$ cat src/rtl/pipe_hazard_ctrl.sv
// Stall/flush sequencer for the 5-stage LC-3b pipeline. Outputs are combinational (zero-cycle latency).
// Perf counters are built only when PIPE_CTRL_PERF_EN is defined.
module pipe_hazard_ctrl #(
  parameter int CNT_W = 16
) (
  input  logic             clk,
  input  logic             reset,
  input  logic             imem_stall,
  input  logic             dmem_stall,
  input  logic             load_use,
  input  logic             br_taken,
  input  logic [15:0]      br_target,
  output logic             stall_pc,
  output logic             stall_if_id,
  output logic             stall_id_exe,
  output logic             stall_exe_mem,
  output logic             stall_mem_wb,
  output logic             flush_if_id,
  output logic             flush_id_exe,
  output logic             flush_exe_mem,
  output logic             flush_mem_wb,
  output logic             pc_redirect,
  output logic [15:0]      pc_target,
  output logic [CNT_W-1:0] stall_cycles,
  output logic [CNT_W-1:0] squash_count
);

  typedef enum logic [1:0] {RUN, DWAIT, IDRAIN} state_t;

  state_t      state_q, state_d;
  logic        br_pend_q, br_pend_d;
  logic [15:0] tgt_q, tgt_d;
  logic        br_eff;
  logic [15:0] eff_tgt;

  always_comb begin
    state_d       = state_q;
    br_pend_d     = br_pend_q;
    tgt_d         = tgt_q;
    stall_pc      = 1'b0;
    stall_if_id   = 1'b0;
    stall_id_exe  = 1'b0;
    stall_exe_mem = 1'b0;
    stall_mem_wb  = 1'b0;
    flush_if_id   = 1'b0;
    flush_id_exe  = 1'b0;
    flush_exe_mem = 1'b0;
    flush_mem_wb  = 1'b0;
    pc_redirect   = 1'b0;
    pc_target     = br_target;
    // br_pend_q is only ever set while in DWAIT, so this is br_taken alone in RUN
    br_eff        = br_taken | br_pend_q;
    eff_tgt       = (br_pend_q && !br_taken) ? tgt_q : br_target;

    if (reset) begin
      state_d   = RUN;
      br_pend_d = 1'b0;
      tgt_d     = '0;
      pc_target = '0;
    end else begin
      case (state_q)
        IDRAIN: begin
          flush_if_id = 1'b1;
          if (imem_stall) begin
            stall_pc = 1'b1;
          end else begin
            pc_redirect = 1'b1;
            pc_target   = tgt_q;
            state_d     = RUN;
          end
        end
        default: begin
          if (dmem_stall) begin
            stall_pc      = 1'b1;
            stall_if_id   = 1'b1;
            stall_id_exe  = 1'b1;
            stall_exe_mem = 1'b1;
            flush_mem_wb  = 1'b1;
            state_d       = DWAIT;
            if (br_taken) begin
              br_pend_d = 1'b1;
              tgt_d     = br_target;
            end
          end else begin
            br_pend_d = 1'b0;
            state_d   = RUN;
            if (br_eff) begin
              flush_if_id   = 1'b1;
              flush_id_exe  = 1'b1;
              flush_exe_mem = 1'b1;
              if (imem_stall) begin
                // fetch in flight: park the target until the wrong-path word lands
                stall_pc = 1'b1;
                tgt_d    = eff_tgt;
                state_d  = IDRAIN;
              end else begin
                pc_redirect = 1'b1;
                pc_target   = eff_tgt;
              end
            end else if (load_use) begin
              stall_pc     = 1'b1;
              stall_if_id  = 1'b1;
              flush_id_exe = 1'b1;
            end else if (imem_stall) begin
              stall_pc    = 1'b1;
              flush_if_id = 1'b1;
            end
          end
        end
      endcase
    end
  end

  always_ff @(posedge clk) begin
    if (reset) begin
      state_q   <= RUN;
      br_pend_q <= 1'b0;
      tgt_q     <= '0;
    end else begin
      state_q   <= state_d;
      br_pend_q <= br_pend_d;
      tgt_q     <= tgt_d;
    end
  end

`ifdef PIPE_CTRL_PERF_EN
  logic [CNT_W-1:0] stall_cnt_q, squash_cnt_q;

  always_ff @(posedge clk) begin
    if (reset) begin
      stall_cnt_q  <= '0;
      squash_cnt_q <= '0;
    end else begin
      if (stall_pc)    stall_cnt_q  <= stall_cnt_q + CNT_W'(1);
      if (pc_redirect) squash_cnt_q <= squash_cnt_q + CNT_W'(1);
    end
  end

  assign stall_cycles = stall_cnt_q;
  assign squash_count = squash_cnt_q;
`else
  assign stall_cycles = '0;
  assign squash_count = '0;
`endif

endmodule

$ cat config.mk
export PLATFORM = sky130hd
export DESIGN_NAME = pipe_hazard_ctrl
export DESIGN_NICKNAME = d
export VERILOG_FILES = /design/src/rtl/pipe_hazard_ctrl.sv
export SDC_FILE = /design/constraint.sdc
export NUM_CORES = 1
export LEC_CHECK = 0
export BUFFER_PORTS_ARGS = -buffer_cell sky130_fd_sc_hd__buf_2
export CAP_MARGIN = 20
export CORE_ASPECT_RATIO = 1.75
export CORE_UTILIZATION = 35
export DETAILED_ROUTE_END_ITERATION = 16
export GPL_ROUTABILITY_DRIVEN = 0
export GPL_TIMING_DRIVEN = 0
export PLACE_DENSITY = 0.66
export SLEW_MARGIN = 20
export SYNTH_ARGS = -nofsm -noshare
export SYNTH_HDL_FRONTEND = slang
export SYNTH_SLANG_ARGS = --single-unit
$ cat constraint.sdc
create_clock -name clk -period 2 [get_ports clk]
set_input_delay 0.4 -clock clk [delete_from_list [all_inputs] [get_ports clk]]
set_output_delay 0.4 -clock clk [all_outputs]
set_load 0.1 [all_outputs]
Word level (Yosys, flattened, before mapping):

Cells that the tools add are included.

* multiplexer cells: 50
* eq/ne operators: 3
* reduce and logical (&&, ||, !) cells: 6
* bitwise logic cells: 2

Operators by type and width (count)
* $mux W16: 11
* $mux W1: 34
* $mux W2: 5
* $reduce_and A4 Y1: 1
* $reduce_bool A2 Y1: 2
* $eq A2 B2 Y1 const B: 1
* $ne A2 B1 Y1 const B: 1
* $ne A2 B2 Y1 const B: 1
* $reduce_and A2 Y1: 1
* $logic_and A1 B1 Y1: 1
* $logic_not A1 Y1: 1
* $not A1 Y1: 1
* $or A1 B1 Y1: 1

* register bits after elaboration: 19
* word-level logic and storage cells: 64

Logic depth before layout (Yosys ltp):

* word-level depth: 8
* mapped depth: 5
* depth with buffers taken out: 3

Worst setup path before layout:

Ideal clock, no wire load.

* path type: input port to output port
* from: input port reset
* to: output port stall_exe_mem
* cell stages on the path: 3
* required time: 1600 ps
* buffers on the path: 2
* data arrival time: 3515 ps
* path slack: -1915 ps
* path through: clkbuf_1 > nor3b_1 > buf_4

* longest elaborated chain between the ends: 1

Ends and longest elaborated chain
* start: declaration: line 7 `input logic reset,`
* $mux W1
* end: declaration: line 16 `output logic stall_exe_mem,`

No other way between the ends.

Final worst setup path:

* from: register br_pend_q
* to: output port pc_target[11]

* longest elaborated chain between the ends: 7

Ends and longest elaborated chain
* start: declaration: line 31 `logic br_pend_q, br_pend_d;`
* start signal: assignment: line 121 `br_pend_q <= br_pend_d;`
* $logic_and A1 B1 Y1: line 53 `eff_tgt = (br_pend_q && !br_taken) ? tgt_q : br_target;`
* $mux W16: line 53
* $mux W16: line 91 `if (imem_stall) begin`
* $mux W16 *: line 87 `if (br_eff) begin`
* $mux W16 *: line 73 `if (dmem_stall) begin`
* $mux W16 *: line 61 `case (state_q)`
* $mux W16 *: line 55 `if (reset) begin`
* end: declaration: line 23 `output logic [15:0] pc_target,`

Every way passes the cells marked *; elsewhere a longest branch is shown, timed or not.

==> results.sh <==
export IMPL_finalHoldViolCount=0
export IMPL_wl_um=2960
export IMPL_io_pin_count=80
export IMPL_critPathLaunchType="flip-flop"
export IMPL_final_core_util_pct=65.8
export IMPL_fin_crit_ns=2.31
export IMPL_cts_tree="yes"
export IMPL_drt_iter0_markers=20
export IMPL_total_power_mw=1.57
export IMPL_cts_hold_buf=0
export IMPL_wire_per_inst_um=10.4
export IMPL_post_dp_hpwl_um=2180
export IMPL_clkTransAtPathRegs_ns=0.07
export IMPL_crit_path_frequent_cell="buf_12"
export IMPL_die_h_um=85.7
export IMPL_grtUsageTotal_pct=15.4
export IMPL_htree_levels=1
export IMPL_path_max_fanout=6
export IMPL_via_per_inst=4.15
export IMPL_cap_violations=0
export IMPL_io_buffers=45
export IMPL_worstPathRequired_ns=1.60
export IMPL_maxSlewViolCount=0
export IMPL_critical_path_slowest_cell="or3b_4"
export IMPL_crit_chain="or3b_4, a21oi_4, buf_4, buf_12, mux2i_4, buf_12"
export IMPL_max_vdd_ir_drop_mv=0.487
export IMPL_cts_root_buf="clkbuf_8"
export IMPL_num_rows=30
export IMPL_diodes=0
export IMPL_finalSetupTns_ns=-4.43
export IMPL_synth_seq_cells=19
export IMPL_clock_path_buffers=2
export IMPL_worst_pin_slew_ns=0.528
export IMPL_ys_warn_count=0
export IMPL_initial_core_util_pct=36.2
export IMPL_syn2layout_area_growth_pct=81.4
export IMPL_status="finished, violations left"
export IMPL_pre_cts_slack_ns=-0.868
export IMPL_grt_max_degree=12
export IMPL_grt_pass1_vias=1129
export IMPL_nNetsFinal=260
export IMPL_die_w_um=49.8
export IMPL_period_share_pct=115
export IMPL_critPathKind="flip-flop to output pin"
export IMPL_worstSkewPairLatency_ns=0.26
export IMPL_via_count=1182
export IMPL_ys_seq_area_share_pct=27.1
export IMPL_synth_cell_types=23
export IMPL_core_area_sq_mm=0.00387
export IMPL_dieArea_sq_mm=0.00427
export IMPL_fin_ws_ns=-0.308
export IMPL_hold_path_class="primary input to flip-flop"
export IMPL_drtAntennaViolNets=0
export IMPL_p_leak_nw=1.16
export IMPL_rsz0062_at_grt="yes"
export IMPL_drcViolationCount=0
export IMPL_clock_sinks=19
export IMPL_arrival_ns=1.91
export IMPL_layout_drive_gt1_share_pct=52.7
export IMPL_antenna_found_initial=0
export IMPL_finalClockSkew_ns=0.00569
export IMPL_crit_path_max_incr_delay_ns=0.38
export IMPL_syn_area_sq_mm=0.00140
export IMPL_grt_pass1_wl_um=5010
export IMPL_syn_inst=151
export IMPL_cts_buffers=3
export IMPL_powerDensity_mw_per_mm2=619
export IMPL_crit_path_end_kind="output pin"
export IMPL_first_pass_iters=3
export IMPL_postSynthAreaPerCell_sq_um=9.28
export IMPL_slew_headroom_pct=64.7
export IMPL_max_freq_mhz=433
export IMPL_setup_violations=16
export IMPL_grt_overflow=0
export IMPL_violations="negative setup slack"
[per-stage QoR]
stage               instances  area, sq um  hold slack [ns]
CTS                       284         2520            0.438
global route              285         2540            0.440
floorplan                 183         1850            0.522
global placement          276         2130            0.533
finish                    285         2540            0.441
detailed placement        276         2130            0.542
[worst paths after layout]
kind / startpoint / to / slack (ns) / depth (start not counted)
max: br_pend_q / pc_target[11] / -0.31 / 6
min: dmem_stall / state_q[0] / 0.44 / 2
max reg2reg: state_q[1] / tgt_q[14] / 0.56 / 4
min reg2reg: tgt_q[2] / tgt_q[2] / 0.55 / 2
[power by group]
part / total, mW / switching [mW] / internal, mW
logic: 0.900 / 0.635 / 0.264
registers: 0.409 / 0.00730 / 0.402
clock network: 0.265 / 0.126 / 0.139
total: 1.57 / 0.769 / 0.805
[cells in the mapped netlist, drive strengths merged]
cell type  instances  area [sq um]
buf               38           302
conb               1          3.75
nor3               3          15.0
o211ai             1          12.5
nand2b            34           213
clkbuf             5          20.0
a21o               1          8.76
nor2               1          3.75
o21bai             1          7.51
nor4               2          12.5
or2b               1          8.76
dfxtp             19           380
nor2b              2          12.5
a21oi              4          31.3
or3b               1          11.3
mux2i             33           330
nor3b              2          15.0
and2               1          6.26
o31ai              1          7.51
[cells in the final DEF (no fill, tap or decap)]
cell and instances:
buf_12 21, nand2b_1 34, and2_1 1, a21oi_1 2, nor4_4 2, nor3b_1 1, clkbuf_4 3, conb_1 33
clkbuf_8 3, buf_6 2, buf_2 23, or2b_4 1, clkbuf_1 3, dfxtp_4 1, a21oi_4 1, buf_16 1
clkbuf_16 1, mux2i_4 16, nor3_1 2, a21oi_2 1, nor3b_4 1, buf_4 39, o31ai_4 1, o21bai_1 1
nor3_4 1, mux2i_1 17, a21o_2 1, or3b_4 1, nor2b_4 2, nor2_4 1, clkinv_2 1, dfxtp_1 18
o211ai_2 1
[metal layers]
layer  vias to the layer above  GRT usage, %  routed length [um]
li1                        609             -                   -
met1                       528          16.1                1060
met2                        40          29.2                1720
met3                         5          2.13                 128
met4                         0          7.01                  52
met5                         -             0                   0
[registers in the layout, indices dropped and copies added (netlist names)]
name,flops
br_pend_q,1
state_q,2
tgt_q,16
[cells by family (layout without fill, tap and decap cells)]
| group | after synthesis | count (layout) | synth area share (%) |
|---|---|---|---|
| AOI/OAI and AO/OA | 8 | 8 | 4.82 |
| and+or+nand+nor | 47 | 47 | 21.2 |
| DFF | 19 | 19 | 27.1 |
| muxes | 33 | 33 | 23.6 |
| buffers and inverters | 43 | 97 | 22.9 |
| other | 1 | 33 | 0.268 |
[worst max-delay path, delay by kind of cell, from the launching register on]
family | cells | cell delay, ns
buffers and inverters | 3 | 0.48
and+or+nand+nor | 1 | 0.38
DFF | 1 | 0.34
muxes | 1 | 0.28
AOI/OAI and AO/OA | 1 | 0.15
[what timing repair did]
| item | CTS | global route |
|---|---|---|
| buffers inserted | 4 | 1 |
| gates resized for setup | 76 | 5 |
| cloned | 1 | 0 |
| pin swaps | 1 | 2 |
| setup endpoints to repair | 21 | 21 |
[layout make-up]
| cell class | count | area [sq um] |
|---|---|---|
| Fill cell | 333 | 1320 |
| Sequential cell | 19 | 384 |
| Tap cell | 48 | 60.1 |
| Buffer | 42 | 359 |
| Timing Repair Buffer | 51 | 578 |
| Clock buffer | 3 | 41.3 |
| Multi-Input combinational cell | 121 | 1110 |
| Clock inverter | 1 | 5.00 |
No activity file was read; power rests on OpenSTA's default activity.
